<file path="config.mk">
export PLATFORM = sky130hd
export DESIGN_NAME = msrv32_pc_fetch_unit
export DESIGN_NICKNAME = d
export VERILOG_FILES = /design/src/rtl/msrv32_pc_fetch_unit.sv
export SDC_FILE = /design/constraint.sdc
export NUM_CORES = 1
export LEC_CHECK = 0
export ABC_AREA = 1
export CAP_MARGIN = 15
export CORE_MARGIN = 5
export CORE_UTILIZATION = 44
export CTS_CLUSTER_DIAMETER = 50
export CTS_CLUSTER_SIZE = 8
export DETAILED_ROUTE_END_ITERATION = 16
export GPL_ROUTABILITY_DRIVEN = 1
export PLACE_DENSITY = 0.87
export REMOVE_ABC_BUFFERS = 1
export SYNTH_ARGS = -nofsm -noshare
export SYNTH_HDL_FRONTEND = slang
export SYNTH_SLANG_ARGS = --single-unit
</file>
<file path="constraint.sdc">
create_clock -name ms_riscv32_mp_clk_in -period 5.4 [get_ports ms_riscv32_mp_clk_in]
set_clock_uncertainty 0.1 [all_clocks]
set_input_delay 0.81 -clock ms_riscv32_mp_clk_in [delete_from_list [all_inputs] [get_ports ms_riscv32_mp_clk_in]]
set_output_delay 0.81 -clock ms_riscv32_mp_clk_in [all_outputs]
set_load 0.005 [all_outputs]
</file>
<file path="src/rtl/msrv32_pc_fetch_unit.sv">
// Fetch stage: keeps one instruction-memory request outstanding at a time and
// presents each fetched word with its PC until downstream accepts it.
module msrv32_pc_fetch_unit #(
  parameter int               WIDTH        = 32,
  parameter logic [WIDTH-1:0] BOOT_ADDRESS = 32'h0000_0000,
  parameter logic [WIDTH-1:0] NOP_INSTR    = 32'h0000_0013
) (
  input  logic             ms_riscv32_mp_clk_in,
  input  logic             ms_riscv32_mp_rst_in,
  input  logic             branch_taken_in,
  input  logic [WIDTH-1:0] target_in,
  input  logic             trap_taken_in,
  input  logic [WIDTH-1:0] trap_address_in,
  input  logic             mret_in,
  input  logic [WIDTH-1:0] epc_in,
  input  logic             stall_in,
  output logic             i_req_out,
  output logic [WIDTH-1:0] i_addr_out,
  input  logic             i_ack_in,
  input  logic [WIDTH-1:0] i_rdata_in,
  output logic [WIDTH-1:0] instr_out,
  output logic [WIDTH-1:0] pc_out,
  output logic [WIDTH-1:0] pc_plus_4_out,
  output logic             instr_valid_out,
  output logic             misaligned_instr_out
);

  typedef enum logic [1:0] {IDLE, FETCH, VALID, MISALIGN} state_e;

  typedef struct packed {
    logic [WIDTH-1:0] pc;
    logic             misaligned;
  } next_pc_t;

  state_e           state_q, state_d;
  logic [WIDTH-1:0] fetch_pc_q, fetch_pc_d;
  logic [WIDTH-1:0] pc_q, pc_d;
  logic [WIDTH-1:0] instr_q, instr_d;
  logic             valid_q, valid_d;

  logic [WIDTH-1:0] trap_pc;
  logic [WIDTH-1:0] pc_plus_4;
  next_pc_t         nxt;

  // Low address bits are discarded by the alignment rules below.
  logic unused_addr_bits;
  assign unused_addr_bits = ^{target_in[0], trap_address_in[1:0], epc_in[1:0]};

  assign trap_pc   = {trap_address_in[WIDTH-1:2], 2'b00};
  assign pc_plus_4 = pc_q + WIDTH'(4);

  // Redirect priority: trap > mret > taken branch > sequential.
  always_comb begin
    nxt.pc         = pc_plus_4;
    nxt.misaligned = 1'b0;
    if (trap_taken_in) begin
      nxt.pc = trap_pc;
    end else if (mret_in) begin
      nxt.pc = {epc_in[WIDTH-1:2], 2'b00};
    end else if (branch_taken_in) begin
      nxt.pc         = {target_in[WIDTH-1:1], 1'b0};
      nxt.misaligned = target_in[1];
    end
  end

  always_comb begin
    state_d    = state_q;
    fetch_pc_d = fetch_pc_q;
    pc_d       = pc_q;
    instr_d    = instr_q;
    valid_d    = valid_q;
    case (state_q)
      IDLE: state_d = FETCH;
      FETCH: begin
        if (trap_taken_in) begin
          // Abandon the outstanding request; a same-cycle ack is dropped.
          fetch_pc_d = trap_pc;
          state_d    = IDLE;
        end else if (i_ack_in) begin
          instr_d = i_rdata_in;
          pc_d    = fetch_pc_q;
          valid_d = 1'b1;
          state_d = VALID;
        end
      end
      VALID: begin
        // A trap redirects even while downstream is stalled.
        if (!stall_in || trap_taken_in) begin
          fetch_pc_d = nxt.pc;
          valid_d    = 1'b0;
          instr_d    = NOP_INSTR;
          state_d    = nxt.misaligned ? MISALIGN : FETCH;
        end
      end
      MISALIGN: begin
        if (trap_taken_in) begin
          fetch_pc_d = trap_pc;
          state_d    = FETCH;
        end
      end
      default: state_d = IDLE;
    endcase
  end

  always_ff @(posedge ms_riscv32_mp_clk_in) begin
    if (ms_riscv32_mp_rst_in) begin
      state_q    <= IDLE;
      fetch_pc_q <= BOOT_ADDRESS;
      pc_q       <= BOOT_ADDRESS;
      instr_q    <= NOP_INSTR;
      valid_q    <= 1'b0;
    end else begin
      state_q    <= state_d;
      fetch_pc_q <= fetch_pc_d;
      pc_q       <= pc_d;
      instr_q    <= instr_d;
      valid_q    <= valid_d;
    end
  end

  assign i_req_out            = (state_q == FETCH);
  assign i_addr_out           = fetch_pc_q;
  assign instr_out            = instr_q;
  assign pc_out               = pc_q;
  assign pc_plus_4_out        = pc_plus_4;
  assign instr_valid_out      = valid_q;
  assign misaligned_instr_out = (state_q == MISALIGN);

endmodule
</file>
==> impl_results.md <==
- Status: completed
- Static Leak: between 3 and 4 nW
- Core area: 12000 um2
- Post-DRT Antenna Nets: 0
- Wirelength per Cell: 15.9 um
- Total detailed-routing wirelength: 19200 um
- Commonest non-fill, non-tap cell in the layout: clkdlybuf4s50_1
- Peak Freq: just over 300 MHz
- GRT Util Overall: 0.253
- Worst slew margin: 0.260
- Diode count: 0
- Tot Pwr: 2.14 mW
- Sw Share: 0.267
- CP endpoint kind: primary output
- HP Class: flip-flop to flip-flop
- Switching pwr: 570 uW
- Setup TNS: 0 ns
- Cell Area, Synth: roughly 5400 um2
- CTS resizes: 0
- FF+latch count, synth: 99
- RSZ-0062 raised after global routing: false
- Ports: 266
- R2R Setup Slk: 2.58 ns
- Root buf cell: clkbuf_16
- Die height: about 120 um
- Largest net degree at the start of global routing: 70
- Sequential Power Share: 0.394
- CP bufs+invs: 1
- Final Non-Filler Cells: 1206
- DRC Markers: 0
- CTS tree: yes
- Die width: 120 um
- Placed Cells incl. Taps: 1190
- CP dominant cell by count: nand2_1
- Reg clk slew, reported paths: 0.07 ns
- Crit-path cells: ha_1, nand2_1, nor2_4, nand2_4, nor2_2, nand2_1, nand2_1, clkdlybuf4s50_1
- MaxCap Viol Count: 0
- Comb pwr share: 0.244
- Fin crit period: 3.21 ns
- Crit path launch type: flip-flop
- Remaining Overflow, GRT: 0
- Max IR drop VDD: 0.202 mV
- CTS Hold Buffers Added: 0
- Synth warn: 0
- Syn Inst Count: 827
- Routability cong.: 0.847
- Share of layout cells above drive strength 1: 0.0623
- Htree depth: 3
- Row count: 40
- Delay-heaviest family, CP: simple AND/OR/NAND/NOR gates
- Seq/Total Area, Yosys: 0.370
- Slowest stage delay, CP: 0.55 ns
- Final nets: 1194
- CTS sink count: 99
- Setup violations, final: 0
- WP data arrival: 2.30 ns
- Worst Tran Pin Value: 1.11 ns
- Setup bufs post-CTS: 0
- HPWL Detailed: 14300 um
- Port bufs: 260
- Initial antenna violation count: 0
- Slew Viols, Final: 0
- Maximum fanout along the worst path: 8
- Synth cell types: 35
- Vias in the first global route: 5869
- Later-pin clock latency in the skew report: around 0.34 ns
- CP max stage cell: clkdlybuf4s50_1
- Final Hold Viols: 0
- Commonest cells after routing, fill and taps aside: 259 x clkdlybuf4s50_1, 217 x nand2_1, 125 x a21oi_1, 101 x o21ai_0, 99 x dfxtp_1
- Fillers: 1016
- First-pass GRT wire length: 29500 um
- Vias/cell: between 5 and 6
- Router iterations before antenna repair: 4
- Clk buf depth: 2
- Clock power share: 0.362
- Die ar.: about 14000 um2
- DRC marker count from the first detailed-route iteration: 279
- PD cells: 256 nW/um2
- Final period utilization: 0.595
- Type of the worst setup path: flip-flop to primary output
- Syn Area/Cell: 6.48 um2
- Total CTS buffers: 9
- Internal: 1.57 mW
- Starting Density: 0.448
- Vias: 6177
- Layout area overhead: 55.5%
- WP data required: around 4.5 ns
==> state kept, by name, summed over array words and instances, names as in the netlist <==
| signal | flops |
|---|---|
| pc_out | 32 |
| instr_out | 32 |
| instr_valid_out | 1 |
| i_addr_out | 32 |
| state_q | 2 |
==> cell families (layout without fill, tap and decap cells) <==
kind of cell | after synthesis | count (layout) | share of synthesized area
flip-flops | 99 | 99 | 0.370
buffers and inverters | 103 | 335 | 0.0772
adder cells (fa/ha/maj) | 5 | 5 | 0.0117
AND/OR/NAND/NOR | 371 | 371 | 0.301
XOR/XNOR | 7 | 7 | 0.0114
AO/OA/AOI/OAI | 242 | 242 | 0.229
==> worst paths after layout <==
| check | from | to | depth (start not counted) |
|---|---|---|---|
| hold / removal | instr_out[18]$_SDFFE_PP0P_ | instr_out[18]$_SDFFE_PP0P_ | 2 |
| setup reg to reg | state_q[0]$_SDFFE_PP0P_ | instr_out[9]$_SDFFE_PP0P_ | 9 |
| setup / recovery | pc_out[3]$_SDFFE_PP0P_ | pc_plus_4_out[14] | 8 |
| hold reg to reg | instr_out[18]$_SDFFE_PP0P_ | instr_out[18]$_SDFFE_PP0P_ | 2 |
==> layout make-up <==
| type | instances | area (um2) | share of cell area |
|---|---|---|---|
| multi-input combinational | 625 | 2970 | 0.356 |
| inverter | 54 | 203 | 0.0243 |
| sequential | 99 | 1980 | 0.238 |
| clock inverter | 4 | 95.1 | 0.0114 |
| tap | 147 | 184 | 0.0221 |
| clock buffer | 12 | 267 | 0.0320 |
| timing repair buffer | 265 | 2640 | 0.316 |
==> routing by layer <==
| layer | routed length, um | track usage | up-vias |
|---|---|---|---|
| met4 | 440 | 0.0928 | 0 |
| met2 | 9240 | 0.446 | 223 |
| li1 | - | - | 3149 |
| met3 | 1820 | 0.0870 | 31 |
| met1 | 7660 | 0.282 | 2774 |
| met5 | 0 | 0 | - |
==> per-stage QoR <==
stage / worst slack [ns] / hold slack (ns) / util / instance area (um2)
floorplan: 1.92 / 0.356 / - / 5150
global placement: 1.93 / 0.350 / 0.667 / 7970
detailed placement: 1.88 / 0.355 / 0.667 / 7970
CTS: 2.17 / 0.365 / 0.697 / 8340
global route: 2.00 / 0.382 / 0.697 / 8340
finish: 2.19 / 0.363 / 0.697 / 8340
==> power by group through the flow <==
stage | clock network [mW] | registers (mW) | logic, mW
3_3_place_gp | 0 | 0.856 | 0.516
4_1_cts | 0.785 | 0.842 | 0.526
2_1_floorplan | 0 | 0.854 | 0.193
5_1_grt | 0.818 | 0.852 | 0.570
3_5_place_dp | 0 | 0.857 | 0.524
6_report | 0.773 | 0.843 | 0.521
==> worst reg2reg max path: cells and delay by family, from the launching register on <==
family,cells,cell delay [ns]
AO/OA/AOI/OAI,2,0.24
flip-flops,1,0.44
buffers and inverters,2,0.66
adder cells (fa/ha/maj),1,0.29
AND/OR/NAND/NOR,4,0.99
==> Yosys cell counts (all sizes together) <==
cell type / number / area share
nand2: 225 / 0.16
or2: 19 / 0.022
ha: 5 / 0.012
nor3: 1 / 0.00093
o211ai: 1 / 0.0014
and2: 1 / 0.0012
o22ai: 3 / 0.0035
o21ai: 110 / 0.10
nand4: 1 / 0.0012
xor2: 7 / 0.011
a21oi: 126 / 0.12
nor2: 89 / 0.076
o21bai: 1 / 0.0014
inv: 53 / 0.037
dfxtp: 99 / 0.37
clkinv: 1 / 0.00070
o41ai: 1 / 0.0016
nand3: 33 / 0.033
buf: 15 / 0.015
nand3b: 2 / 0.0028
clkbuf: 34 / 0.024
Note: power is estimated with default switching activity, not from simulation.
